File: config.mk
export PLATFORM = sky130hd
export DESIGN_NAME = instr_sequencer
export DESIGN_NICKNAME = d
export VERILOG_FILES = /design/src/rtl/instr_sequencer.sv
export SDC_FILE = /design/constraint.sdc
export NUM_CORES = 1
export LEC_CHECK = 0
export BUFFER_PORTS_ARGS = -buffer_cell sky130_fd_sc_hd__buf_4
export CAP_MARGIN = 25
export CORE_ASPECT_RATIO = 1.4
export CORE_MARGIN = 2
export CORE_UTILIZATION = 30
export CTS_CLUSTER_SIZE = 16
export DETAILED_ROUTE_END_ITERATION = 10
export GPL_ROUTABILITY_DRIVEN = 0
export GPL_TIMING_DRIVEN = 0
export PLACE_DENSITY = 0.53
export SYNTH_ARGS = -nofsm -noshare
export SYNTH_HDL_FRONTEND = slang
export SYNTH_SLANG_ARGS = --single-unit
File: constraint.sdc
create_clock -name CLK -period 2.85 [get_ports CLK]
set_clock_uncertainty 0.15 [all_clocks]
set_input_delay 0.285 -clock CLK [delete_from_list [all_inputs] [get_ports CLK]]
set_output_delay 0.285 -clock CLK [all_outputs]
set_load 0.1 [all_outputs]
File: src/rtl/instr_sequencer.sv
// Multi-cycle FETCH/DECODE/EXEC/MEM/WB control sequencer for the RV32I datapath.
// Moore outputs only; a sticky FAULT state is entered on an illegal opcode or a handshake timeout.
module instr_sequencer #(
    parameter int TIMEOUT = 15,
    parameter int CNT_W   = 32
) (
    input  logic             CLK,
    input  logic             RST_N,
    input  logic             RUN,
    output logic             IMEM_REQ,
    input  logic             IMEM_RDY,
    input  logic [31:0]      IMEM_DATA,
    output logic [31:0]      MEM_INST,
    output logic             INST_ENB,
    output logic             LSU_REQ,
    input  logic             LSU_RDY,
    output logic             REG_WE_GATE,
    output logic             PC_CLK,
    output logic             FAULT,
    output logic [2:0]       STATE,
    output logic [CNT_W-1:0] INSTR_CNT
);

    localparam logic [2:0] S_IDLE   = 3'd0;
    localparam logic [2:0] S_FETCH  = 3'd1;
    localparam logic [2:0] S_DECODE = 3'd2;
    localparam logic [2:0] S_EXEC   = 3'd3;
    localparam logic [2:0] S_MEM    = 3'd4;
    localparam logic [2:0] S_WB     = 3'd5;
    localparam logic [2:0] S_FAULT  = 3'd6;

    localparam int WAIT_W = (TIMEOUT < 2) ? 1 : $clog2(TIMEOUT);
    localparam logic [WAIT_W-1:0] WAIT_LAST = WAIT_W'((TIMEOUT == 0) ? 0 : TIMEOUT - 1);

    logic [2:0]        state;
    logic [2:0]        state_next;
    logic [WAIT_W-1:0] wait_cnt;
    logic [6:0]        opcode;
    logic              timeout_hit;
    logic              op_legal;
    logic              op_mem;
    logic              op_writes_rd;

    assign opcode = MEM_INST[6:0];

    always_comb begin
        op_legal = 1'b0;
        case (opcode)
            7'h37, 7'h17, 7'h6F, 7'h67, 7'h63, 7'h03,
            7'h23, 7'h13, 7'h33, 7'h0F, 7'h73: op_legal = 1'b1;
            default:                          op_legal = 1'b0;
        endcase
    end

    always_comb begin
        op_writes_rd = 1'b0;
        case (opcode)
            7'h37, 7'h17, 7'h6F, 7'h67, 7'h03, 7'h13, 7'h33: op_writes_rd = 1'b1;
            default:                                         op_writes_rd = 1'b0;
        endcase
    end

    assign op_mem = (opcode == 7'h03) || (opcode == 7'h23);

    // The count reaches TIMEOUT on the cycle where wait_cnt still holds TIMEOUT-1.
    assign timeout_hit = (TIMEOUT != 0) && (wait_cnt == WAIT_LAST);

    always_comb begin
        state_next = state;
        case (state)
            S_IDLE:   state_next = RUN ? S_FETCH : S_IDLE;
            S_FETCH: begin
                if (IMEM_RDY)         state_next = S_DECODE;
                else if (timeout_hit) state_next = S_FAULT;
            end
            S_DECODE: state_next = op_legal ? S_EXEC : S_FAULT;
            S_EXEC:   state_next = op_mem ? S_MEM : S_WB;
            S_MEM: begin
                if (LSU_RDY)          state_next = S_WB;
                else if (timeout_hit) state_next = S_FAULT;
            end
            S_WB:     state_next = RUN ? S_FETCH : S_IDLE;
            S_FAULT:  state_next = S_FAULT;
            default:  state_next = S_IDLE;
        endcase
    end

    always_ff @(posedge CLK) begin
        if (!RST_N) begin
            state     <= S_IDLE;
            wait_cnt  <= '0;
            MEM_INST  <= '0;
            INSTR_CNT <= '0;
        end else begin
            state <= state_next;
            if (state_next != state)
                wait_cnt <= '0;
            else if (state == S_FETCH || state == S_MEM)
                wait_cnt <= wait_cnt + 1'b1;
            if (state == S_FETCH && IMEM_RDY)
                MEM_INST <= IMEM_DATA;
            if (state == S_WB)
                INSTR_CNT <= INSTR_CNT + 1'b1;
        end
    end

    assign STATE       = state;
    assign IMEM_REQ    = (state == S_FETCH);
    assign INST_ENB    = (state == S_DECODE);
    assign LSU_REQ     = (state == S_MEM);
    assign PC_CLK      = (state == S_WB);
    assign REG_WE_GATE = (state == S_WB) && op_writes_rd;
    assign FAULT       = (state == S_FAULT);

endmodule
==> parameters.txt, run 1 <==
Parameter                              Value

Synthesis
  FFs w/ async S/R, synth    0%
  Yosys warnings    0
  Number of flip-flops and latches in the synthesized netlist    71
  Number of synthesized flops with an enable pin    0
  Sequential area share after synthesis    43.54%
  Number of cells produced by synthesis    381
  Synthesized net count    421
  Synth Flop Type    sky130_fd_sc_hd__dfxtp_1
  Most common library cells after synthesis    85 x sky130_fd_sc_hd__nand2_1, 71 x sky130_fd_sc_hd__dfxtp_1, 34 x sky130_fd_sc_hd__a21boi_0
  Yosys top cell area share    43.54%
  Average cell area after synthesis    8.568 sq um
  Yosys cell types    43
  Netlist area before placement    3264 sq um
  Most frequent cell after synthesis    sky130_fd_sc_hd__nand2_1
  Largest cells by area after synthesis    sky130_fd_sc_hd__dfxtp_1 44%, sky130_fd_sc_hd__nand2_1 9.8%, sky130_fd_sc_hd__a21boi_0 7.8%
  Most area-hungry cell type in the Yosys netlist    sky130_fd_sc_hd__dfxtp_1

Route
  Post-DR wirelength/cell    13.46 um
  Length of the first detailed-routing pass in iterations    4
  Detailed-route via count    3022
  Total wire length    8698 um
  Final routed DRC violation total    0
  Ratio of routed vias to standard cells    4.678
  Routed Antenna Nets    0
  Number of DRC violations after detailed-routing iteration 0    64

Power
  Power per standard cell area    704.8 nW/um^2
  Static Leakage    0.001910 uW
  Clock Power Share    35.2%
  Combinational Power Share    30.5%
  Proportion of power drawn by flip-flops and latches    34.3%
  VDD IR-drop max    0.3250 mV
  Power Internal    2025 uW
  Switching share of power    37.35%
  Switching power summed over all nets    1207 uW

Timing
  Final hold vios    0
  Final worst-path cycle share    78.14%
  Setup violations, final    0
  Number of pins exceeding their max-slew limit in the final report    0
  RSZ-0062 raised after global routing    false
  Worst path setup slack after routing    0.6231 ns
  Maximum achievable frequency    449.1 MHz
  Sum of negative setup slack    0 ns
  Tightest slew margin relative to the limit    50.12%
  Tmin final    2.227 ns
  Least-Margin Pin Slew    0.7425 ns

Die
  Area enclosed by the die boundary    11740 sq um
  Ports    110
  Core Region    10750 sq um
  Initial core utilization    30.35%
  Die Ht    127.4 um
  Die Span X    92.16 um
  Floorplan row count    45

Placement
  I/O Buffers    108
  Post-DP HPWL    6558 um
  Worst slack at placement    0.6096 ns
  Cells after DPL    630

Cells and area
  Fill cells    1114
  Sequential cell area in the final layout    1424 sq um
  Number of nets in the finished design    540
  Relative area change from synthesis to final layout    40.51%
  N_diodes    0
  Multi-input combinational cell area    1759 sq um
  Share of cells above drive strength 1    28.32%
  Count of non-filler cells in the finished layout    646

Setup path
  Peak fanout along the critical path    10
  Setup Crit Path Kind    reg -> reg
  Crit path capture type    flop
  Required time of the worst setup path    2.96 ns
  Launch point of the worst reg-to-reg path    STATE[0]
  Crit path DAT    2.33 ns
  Kind of launch point of the worst setup path    flop
  Beginning of the critical path    STATE[0]

Global routing
  Remaining global-route overflow    0
  Pin count of the biggest net entering global routing    12
  Number of global-route vias before repair    3071
  Total track usage    15.14%
  Global-route wire length before repair    14310 um
  Number of antenna violations at the first check in global routing    0

Clock tree
  Total CTS buffers    9
  H-tree lvl count    3
  Hold-fix buffers at CTS    0
  Clk sinks    71
  Clock Latency Late Sink    0.33 ns
  Clock input transition at the sequential cells of the worst setup and hold paths    0.06 ns
  Count of buffers added by post-CTS timing repair for setup    0
  Post_cts resized    0
  Clock root buffer master    sky130_fd_sc_hd__clkbuf_16
  Max Buffers Root-to-Sink    2
  Clock tree from TritonCTS    yes

Min path
  Min-Delay Startpoint    IMEM_DATA[24]
  Type of the worst min-delay path    in -> reg

Status
  Status    completed

Job
  Number of maximum-capacitance violations    0
[cells in the final DEF (no fill, tap or decap), types with 3 or more instances in the layout]
cell                          n
sky130_fd_sc_hd__and3_1       8
sky130_fd_sc_hd__xor2_1       6
sky130_fd_sc_hd__nand2_1     85
sky130_fd_sc_hd__mux2i_1      3
sky130_fd_sc_hd__nand4_1     11
sky130_fd_sc_hd__inv_1        6
sky130_fd_sc_hd__nor2b_1      4
sky130_fd_sc_hd__buf_4      109
sky130_fd_sc_hd__a21boi_0    34
sky130_fd_sc_hd__clkbuf_16    9
sky130_fd_sc_hd__clkbuf_1    14
sky130_fd_sc_hd__dfxtp_1     69
sky130_fd_sc_hd__buf_2        7
sky130_fd_sc_hd__ha_1         3
sky130_fd_sc_hd__nor3_2       3
sky130_fd_sc_hd__nor2_1      15
sky130_fd_sc_hd__and2_1      28
sky130_fd_sc_hd__nor3_1       5
sky130_fd_sc_hd__nand3_1     15
sky130_fd_sc_hd__xnor2_1     25
sky130_fd_sc_hd__o21ai_0      7
sky130_fd_sc_hd__nand2b_1     5
[critical path, stage by stage (launching register included)]
cell and delay [ns]:
sky130_fd_sc_hd__dfxtp_2 0.32, sky130_fd_sc_hd__buf_4 0.16, sky130_fd_sc_hd__nand3b_2 0.26, sky130_fd_sc_hd__nor4_4 0.64, sky130_fd_sc_hd__nand2_1 0.22, sky130_fd_sc_hd__nor2_1 0.20
sky130_fd_sc_hd__mux2i_1 0.20
[layer usage]
| metal | up-vias | GRT usage, % | routed length (um) |
|---|---|---|---|
| li1 | 1521 | - | - |
| met5 | - | 0 | 0 |
| met3 | 14 | 5.542 | 714 |
| met4 | 0 | 5.619 | 150 |
| met2 | 98 | 25.74 | 4226 |
| met1 | 1389 | 17.38 | 3606 |
[stage by stage]
step	power (uW)	utilization [%]	instance area [sq um]	hold WS (ns)
4_1_cts	3273	42.65	4587	0.04921
3_5_place_dp	2120	39.84	4284	0.3092
5_1_grt	3381	42.65	4587	0.05649
3_3_place_gp	2114	39.84	4284	0.3011
6_report	3233	42.65	4587	0.06067
2_1_floorplan	1887	-	3297	0.2799
[sequential cells by signal, indices dropped and copies added, names as in the netlist]
signal and flops:
MEM_INST 32, STATE 3, wait_cnt 4, INSTR_CNT 32
[worst paths after layout]
kind	depth (start not counted)	slack, ns	end
worst max-delay path	6	0.62	INSTR_CNT[31]
worst max register to register	6	0.62	INSTR_CNT[31]
worst min-delay path	3	0.06	MEM_INST[24]
worst min register to register	2	0.31	MEM_INST[27]
[area by class of cell]
class	instances	share of cell area, %
well taps	141	3.846
flip-flops and latches	71	31.04
clock inverters	2	0.8456
repair buffers	108	17.68
inverters	7	0.6547
multi-input cells	284	38.35
clock buffers	14	5.756
plain buffers	19	1.828
[kinds of logic after synthesis]
family                   count (synthesis)  synth area share, %
flip-flops                              71                43.54
AO/OA/AOI/OAI                           54                12.30
multiplexers                             4                1.265
adder cells (fa/ha/maj)                  3                1.150
buffers and inverters                   26                3.373
XOR/XNOR                                31                8.317
AND/OR/NAND/NOR                        192                30.05
[power groups by stage]
stage	Clock [uW]	Sequential [uW]	Combinational (uW)
floorplan	0	1500	389
detailed placement	0	1130	992
global placement	0	1120	989
CTS	1170	1110	995
global route	1210	1120	1050
finish	1140	1110	986
Power figures use the tool's default switching activity.
==> run 2: changes to the inputs <==
- PLACE_DENSITY: 0.53 -> 0.55
- clock period: 2.85 -> 1.9 ns (I/O delays scaled with it)
==> run 2 against run 1 <==
Fmax is 21% higher; routed wire length grew 7.1%; via count grew 5.2%; core utilization is 6.0 points higher; clock power up 58%; flip-flop and latch count stayed put; combinational power rose by 66%; critical path depth rose by 1; sequential power up 50%; design area rose by 14%.
==> parameters.txt, run 2 (synthesis gave the netlist of run 1 again) <==
Parameter                              Value

Timing
  Tmin final    1.836 ns
  Least-Margin Pin Slew    0.5297 ns
  Worst hold slack across all endpoints    0.1494 ns
  Final hold vios    0
  Setup violations, final    0
  Tightest slew margin relative to the limit    64.69%
  Final worst-path cycle share    96.61%
  Maximum achievable frequency    544.8 MHz
  Sum of negative setup slack    0 ns
  Number of pins exceeding their max-slew limit in the final report    0

Global routing
  Remaining global-route overflow    0
  Number of global-route vias before repair    3206
  Total track usage    16.15%
  Pin count of the biggest net entering global routing    13
  Number of antenna violations at the first check in global routing    0
  Global-route wire length before repair    15340 um

Cells and area
  Registers with the highest flip-flop counts    INSTR_CNT: 32 flops, MEM_INST: 32 flops, wait_cnt: 4 flops
  Share of cells above drive strength 1    36.93%
  Post-route design area    5228 sq um
  Number of nets in the finished design    582
  Relative area change from synthesis to final layout    60.14%
  Top library cells by usage in the layout, fill and taps aside    115 x sky130_fd_sc_hd__buf_4, 84 x sky130_fd_sc_hd__nand2_1, 34 x sky130_fd_sc_hd__a21boi_0
  Most common library cell in the layout ignoring fill and taps    sky130_fd_sc_hd__buf_4
  Final core occ    48.61%
  Multi-input combinational cell area    1841 sq um
  N_diodes    0
  Sequential cell area in the final layout    1516 sq um
  Fill cells    999

Clock tree
  Clock tree from TritonCTS    yes
  Clock Latency Late Sink    0.33 ns
  Clock input transition at the sequential cells of the worst setup and hold paths    0.06 ns
  Total CTS buffers    9
  Max Buffers Root-to-Sink    2
  H-tree lvl count    3
  Clock root buffer master    sky130_fd_sc_hd__clkbuf_16
  Clk sinks    71

Setup path
  Required time of the worst setup path    1.97 ns
  Crit path capture type    flop
  Crit path DAT    1.91 ns
  Peak fanout along the critical path    7
  Beginning of the critical path    INSTR_CNT[2]
  Setup Crit Path Kind    reg -> reg
  Kind of launch point of the worst setup path    flop
  Launch point of the worst reg-to-reg path    INSTR_CNT[2]

Die
  Die Span X    92.16 um
  Initial core utilization    30.35%
  Ports    110
  Area enclosed by the die boundary    11740 sq um
  Die Ht    127.4 um
  Floorplan row count    45
  Core Region    10750 sq um

Route
  Post-DR wirelength/cell    13.53 um
  Number of DRC violations after detailed-routing iteration 0    94
  Routed Antenna Nets    0
  Total wire length    9312 um
  Ratio of routed vias to standard cells    4.621
  Final routed DRC violation total    0
  Length of the first detailed-routing pass in iterations    4
  Detailed-route via count    3179

Min path
  Type of the worst min-delay path    in -> reg
  Min-Delay Startpoint    IMEM_RDY

Placement
  Post-DP HPWL    6411 um
  Area after detailed placement    4448 sq um
  I/O Buffers    108

Power
  VDD IR-drop max    0.4701 mV
  Power per standard cell area    975.9 nW/um^2
  Static Leakage    0.002175 uW

Job
  Number of maximum-capacitance violations    0

Status
  Status    completed
## run 2: changes by cell type in the layout (fill, tap and decap cells not counted), moves of 3 or more
cell / previous run / this run
sky130_fd_sc_hd__buf_2: 7 / 2
sky130_fd_sc_hd__dfxtp_2: 2 / 19
sky130_fd_sc_hd__dfxtp_1: 69 / 33
sky130_fd_sc_hd__clkbuf_1: 14 / 11
sky130_fd_sc_hd__clkbuf_4: 0 / 5
sky130_fd_sc_hd__buf_6: 0 / 6
sky130_fd_sc_hd__dfxtp_4: 0 / 19
sky130_fd_sc_hd__buf_4: 109 / 115
sky130_fd_sc_hd__dlygate4sd3_1: 0 / 32
sky130_fd_sc_hd__nor3_4: 1 / 4
## run 2: worst max-delay path, cell delays in order, from the launching register on
cell and delay (ns):
sky130_fd_sc_hd__dfxtp_4 0.38, sky130_fd_sc_hd__nand4_1 0.20, sky130_fd_sc_hd__buf_4 0.22, sky130_fd_sc_hd__nor4_4 0.21
sky130_fd_sc_hd__buf_6 0.17, sky130_fd_sc_hd__nand4_1 0.12, sky130_fd_sc_hd__xnor2_1 0.13, sky130_fd_sc_hd__and2_1 0.15
## run 2: final timing paths
path | slack [ns] | endpoint | cells past startpoint
worst max-delay path | 0.06 | INSTR_CNT[15] | 7
worst max register to register | 0.06 | INSTR_CNT[15] | 7
worst min-delay path | 0.15 | MEM_INST[0] | 4
worst min register to register | 0.32 | MEM_INST[25] | 2
## run 2: metrics by stage
step | worst slack, ns | power [uW] | cells
floorplan | -0.2672 | 2882 | 381
global placement | -0.1369 | 3220 | 630
detailed placement | -0.1280 | 3231 | 630
CTS | 0.01267 | 5100 | 682
global route | -0.01413 | 5321 | 688
finish | 0.06448 | 5102 | 688
## run 2: layout make-up
type	count	share of cell area, %
multi-input cells	284	35.21
flip-flops and latches	71	29.01
repair buffers	151	23.53
clock buffers	14	5.481
well taps	141	3.375
plain buffers	18	2.154
clock inverters	2	0.6702
inverters	7	0.5744
## run 2: what timing repair did
| item | CTS | global route |
|---|---|---|
| cloned | 0 | 1 |
| endpoints found under the setup margin | 18 | 41 |
| pin swaps | 2 | 7 |
| endpoints found under the hold margin | 32 | 0 |
| hold buffers | 32 | 0 |
| gates resized for setup | 2 | 19 |
| setup buffers | 4 | 6 |
## run 2: routing by layer
layer  up-vias  part of all wire (%)  GRT usage, %
met5         -                     0             0
met4         0                   1.9         6.234
met3        12                   6.0         3.950
met2        97                    49         27.51
met1      1463                    43         19.60
li1       1607                     -             -
## run 2: power breakdown
part | switching (uW) | internal, uW | total [uW]
logic | 1170 | 469 | 1640
clock network | 627 | 1180 | 1800
registers | 82.6 | 1580 | 1660
==> run 3: changes to the inputs <==
- ABC_AREA: default -> 1
==> run 3 against run 2 <==
Critical path depth up 3; synthesized cell count up 30%; die area increased by 4.9%; fmax is 2.9% lower; sequential share of layout area fell by 0.43 points; non-clock buffer count shrank 5; clock power shrank 16%; area after synthesis is 5.1% higher; register-to-register slack got worse by 0.06 ns; routed wire length grew 12%; combinational power down 32%; flip-flop and latch count unchanged; critical path type unchanged; highest routed layer unchanged.
==> parameters.txt, run 3 <==
Parameter                              Value

Status
  Status    completed

Route
  Final routed DRC violation total    0
  Length of the first detailed-routing pass in iterations    4
  Total wire length    10420 um
  Number of DRC violations after detailed-routing iteration 0    170
  Post-DR wirelength/cell    12.93 um
  Routed Antenna Nets    0
  Detailed-route via count    3758
  Ratio of routed vias to standard cells    4.663

Synthesis
  Number of cells produced by synthesis    497
  FFs w/ async S/R, synth    0%
  Number of flip-flops and latches in the synthesized netlist    71
  Yosys cell types    30
  Most common library cells after synthesis    118 x sky130_fd_sc_hd__nor2_1, 87 x sky130_fd_sc_hd__nand2_1, 71 x sky130_fd_sc_hd__dfxtp_1
  Synthesized net count    537
  Most area-hungry cell type in the Yosys netlist    sky130_fd_sc_hd__dfxtp_1
  Sequential area share after synthesis    41.44%
  Yosys warnings    0
  Number of synthesized flops with an enable pin    0
  Average cell area after synthesis    6.900 sq um
  Most frequent cell after synthesis    sky130_fd_sc_hd__nor2_1
  Netlist area before placement    3430 sq um
  Synth Flop Type    sky130_fd_sc_hd__dfxtp_1
  Yosys top cell area share    41.44%
  Largest cells by area after synthesis    sky130_fd_sc_hd__dfxtp_1 41%, sky130_fd_sc_hd__nor2_1 13%, sky130_fd_sc_hd__nand2_1 9.5%

Clock tree
  Total CTS buffers    9
  Clock root buffer master    sky130_fd_sc_hd__clkbuf_16
  Clock Latency Late Sink    0.33 ns
  Max Buffers Root-to-Sink    2
  Clock input transition at the sequential cells of the worst setup and hold paths    0.06 ns
  Clock tree from TritonCTS    yes
  Clk sinks    71
  H-tree lvl count    3

Power
  Switching share of power    35.72%
  Power Internal    2722 uW
  Clock Power Share    35.7%
  Power per standard cell area    792.4 nW/um^2
  Proportion of power drawn by flip-flops and latches    38.0%
  Static Leakage    0.002278 uW
  Combinational Power Share    26.3%
  VDD IR-drop max    0.5557 mV
  Switching power summed over all nets    1513 uW
  Total chip power    4235 uW

Timing
  Maximum achievable frequency    528.7 MHz
  RSZ-0062 raised after global routing    true
  Least-Margin Pin Slew    0.5542 ns
  Number of pins exceeding their max-slew limit in the final report    0
  Worst hold slack across all endpoints    0.02043 ns
  Final worst-path cycle share    99.54%
  Tightest slew margin relative to the limit    63.05%
  Worst path setup slack after routing    0.008708 ns
  Setup violations, final    0
  Final hold vios    0
  Tmin final    1.891 ns

Setup path
  Launch point of the worst reg-to-reg path    STATE[1]
  Crit path capture type    flop
  Required time of the worst setup path    1.97 ns
  Crit path DAT    1.96 ns
  Beginning of the critical path    STATE[1]
  Setup Crit Path Kind    reg -> reg
  Peak fanout along the critical path    7
  Kind of launch point of the worst setup path    flop

Global routing
  Global-route wire length before repair    17310 um
  Number of antenna violations at the first check in global routing    0
  Number of global-route vias before repair    3679
  Total track usage    17.76%
  Pin count of the biggest net entering global routing    13
  Remaining global-route overflow    0

Die
  Core Region    11220 sq um
  Floorplan row count    46
  Initial core utilization    30.56%
  Die Ht    130.5 um
  Die Span X    94.37 um
  Ports    110
  Area enclosed by the die boundary    12320 sq um

Cells and area
  Top library cells by usage in the layout, fill and taps aside    119 x sky130_fd_sc_hd__buf_4, 111 x sky130_fd_sc_hd__nor2_1, 80 x sky130_fd_sc_hd__nand2_1
  Relative area change from synthesis to final layout    55.86%
  Number of nets in the finished design    697
  Count of non-filler cells in the finished layout    806
  Most common library cell in the layout ignoring fill and taps    sky130_fd_sc_hd__buf_4
  N_diodes    0
  Registers with the highest flip-flop counts    INSTR_CNT: 32 flops, MEM_INST: 32 flops, wait_cnt: 4 flops
  Share of cells above drive strength 1    34.29%
  Fill cells    1141

Placement
  Cells after DPL    750
  Post-DP HPWL    7862 um
  I/O Buffers    109
  Worst slack at placement    -0.01297 ns

Job
  Number of maximum-capacitance violations    0

Min path
  Min-Delay Startpoint    IMEM_DATA[3]
  Type of the worst min-delay path    in -> reg
-- run 3: cell count changes after synthesis, moves of 5 or more --
cell and delta:
sky130_fd_sc_hd__nor3_1 +7, sky130_fd_sc_hd__xor2_1 +7, sky130_fd_sc_hd__nand3_1 +5, sky130_fd_sc_hd__nand2b_1 -5, sky130_fd_sc_hd__and2_1 -28, sky130_fd_sc_hd__a21oi_1 +23
sky130_fd_sc_hd__nor2_1 +103, sky130_fd_sc_hd__a21boi_0 -34, sky130_fd_sc_hd__o21ai_0 +39, sky130_fd_sc_hd__and3_1 -7, sky130_fd_sc_hd__inv_1 +29, sky130_fd_sc_hd__xnor2_1 -20
-- run 3: cells by family after synthesis --
kind of cell               after synthesis  share of synthesized area [%]
and+or+nand+nor                        272                          34.77
AOI/OAI and AO/OA                       76                          11.60
DFF                                     71                          41.44
buffers and inverters                   57                          6.494
xor gates and xnor gates                18                          4.597
adders and majority gates                3                          1.095
-- run 3: worst paths after layout --
path	cells past startpoint	slack [ns]	end
setup / recovery	10	0.009	INSTR_CNT[23]
hold / removal	3	0.02	MEM_INST[3]
setup reg to reg	10	0.009	INSTR_CNT[23]
hold reg to reg	1	0.31	INSTR_CNT[4]
-- run 3: routing by layer --
metal	up-vias	GRT usage (%)	wire, um	share of wire (%)
met4	0	8.269	280	2.7
met1	1699	20.09	4136	40
li1	1933	-	-	-
met5	-	0	0	0
met2	105	30.84	5371	52
met3	21	4.989	633	6.1
-- run 3: power groups by stage --
stage,registers (uW),clock network [uW],logic (uW)
2_1_floorplan,2110,0,317
5_1_grt,1620,1640,1190
6_report,1610,1510,1120
4_1_cts,1610,1560,1090
3_5_place_dp,1640,0,1040
3_3_place_gp,1640,0,1030
-- run 3: area by class of cell --
| cell class | instances | area, sq um | area share [%] |
|---|---|---|---|
| clock buffer | 10 | 229.0 | 4.284 |
| multi-input combinational | 369 | 1909 | 35.72 |
| sequential | 71 | 1528 | 28.58 |
| timing repair buffer | 149 | 1210 | 22.64 |
| tap | 144 | 180.2 | 3.371 |
| buffer | 15 | 81.33 | 1.522 |
| clock inverter | 6 | 35.03 | 0.6554 |
| inverter | 42 | 172.7 | 3.230 |
-- run 3: stage by stage --
stage                      TNS, ns  area (sq um)  util (%)
after floorplan            -0.9210          3615         -
after global placement           0          4613     41.10
after detailed placement  -0.03715          4613     41.10
after CTS                        0          5206     46.39
after global routing       -0.4098          5345     47.63
final                            0          5345     47.63
-- run 3: repair_timing --
action	in CTS	in global routing
endpoints found under the setup margin	3	39
endpoints found under the hold margin	30	0
pin swaps	0	4
hold buffers	30	0
setup buffers	0	10
resized for setup	7	29
gates cloned	0	0
-- run 3: critical path, cell delays in order, from the launching register on --
cell	delay [ns]
sky130_fd_sc_hd__dfxtp_4	0.39
sky130_fd_sc_hd__inv_6	0.10
sky130_fd_sc_hd__nand2_2	0.08
sky130_fd_sc_hd__nor3_4	0.25
sky130_fd_sc_hd__buf_4	0.16
sky130_fd_sc_hd__nand2_4	0.05
sky130_fd_sc_hd__nor2_4	0.17
sky130_fd_sc_hd__nand3_4	0.11
sky130_fd_sc_hd__nor2_2	0.11
sky130_fd_sc_hd__nand2_1	0.04
sky130_fd_sc_hd__and3_1	0.15
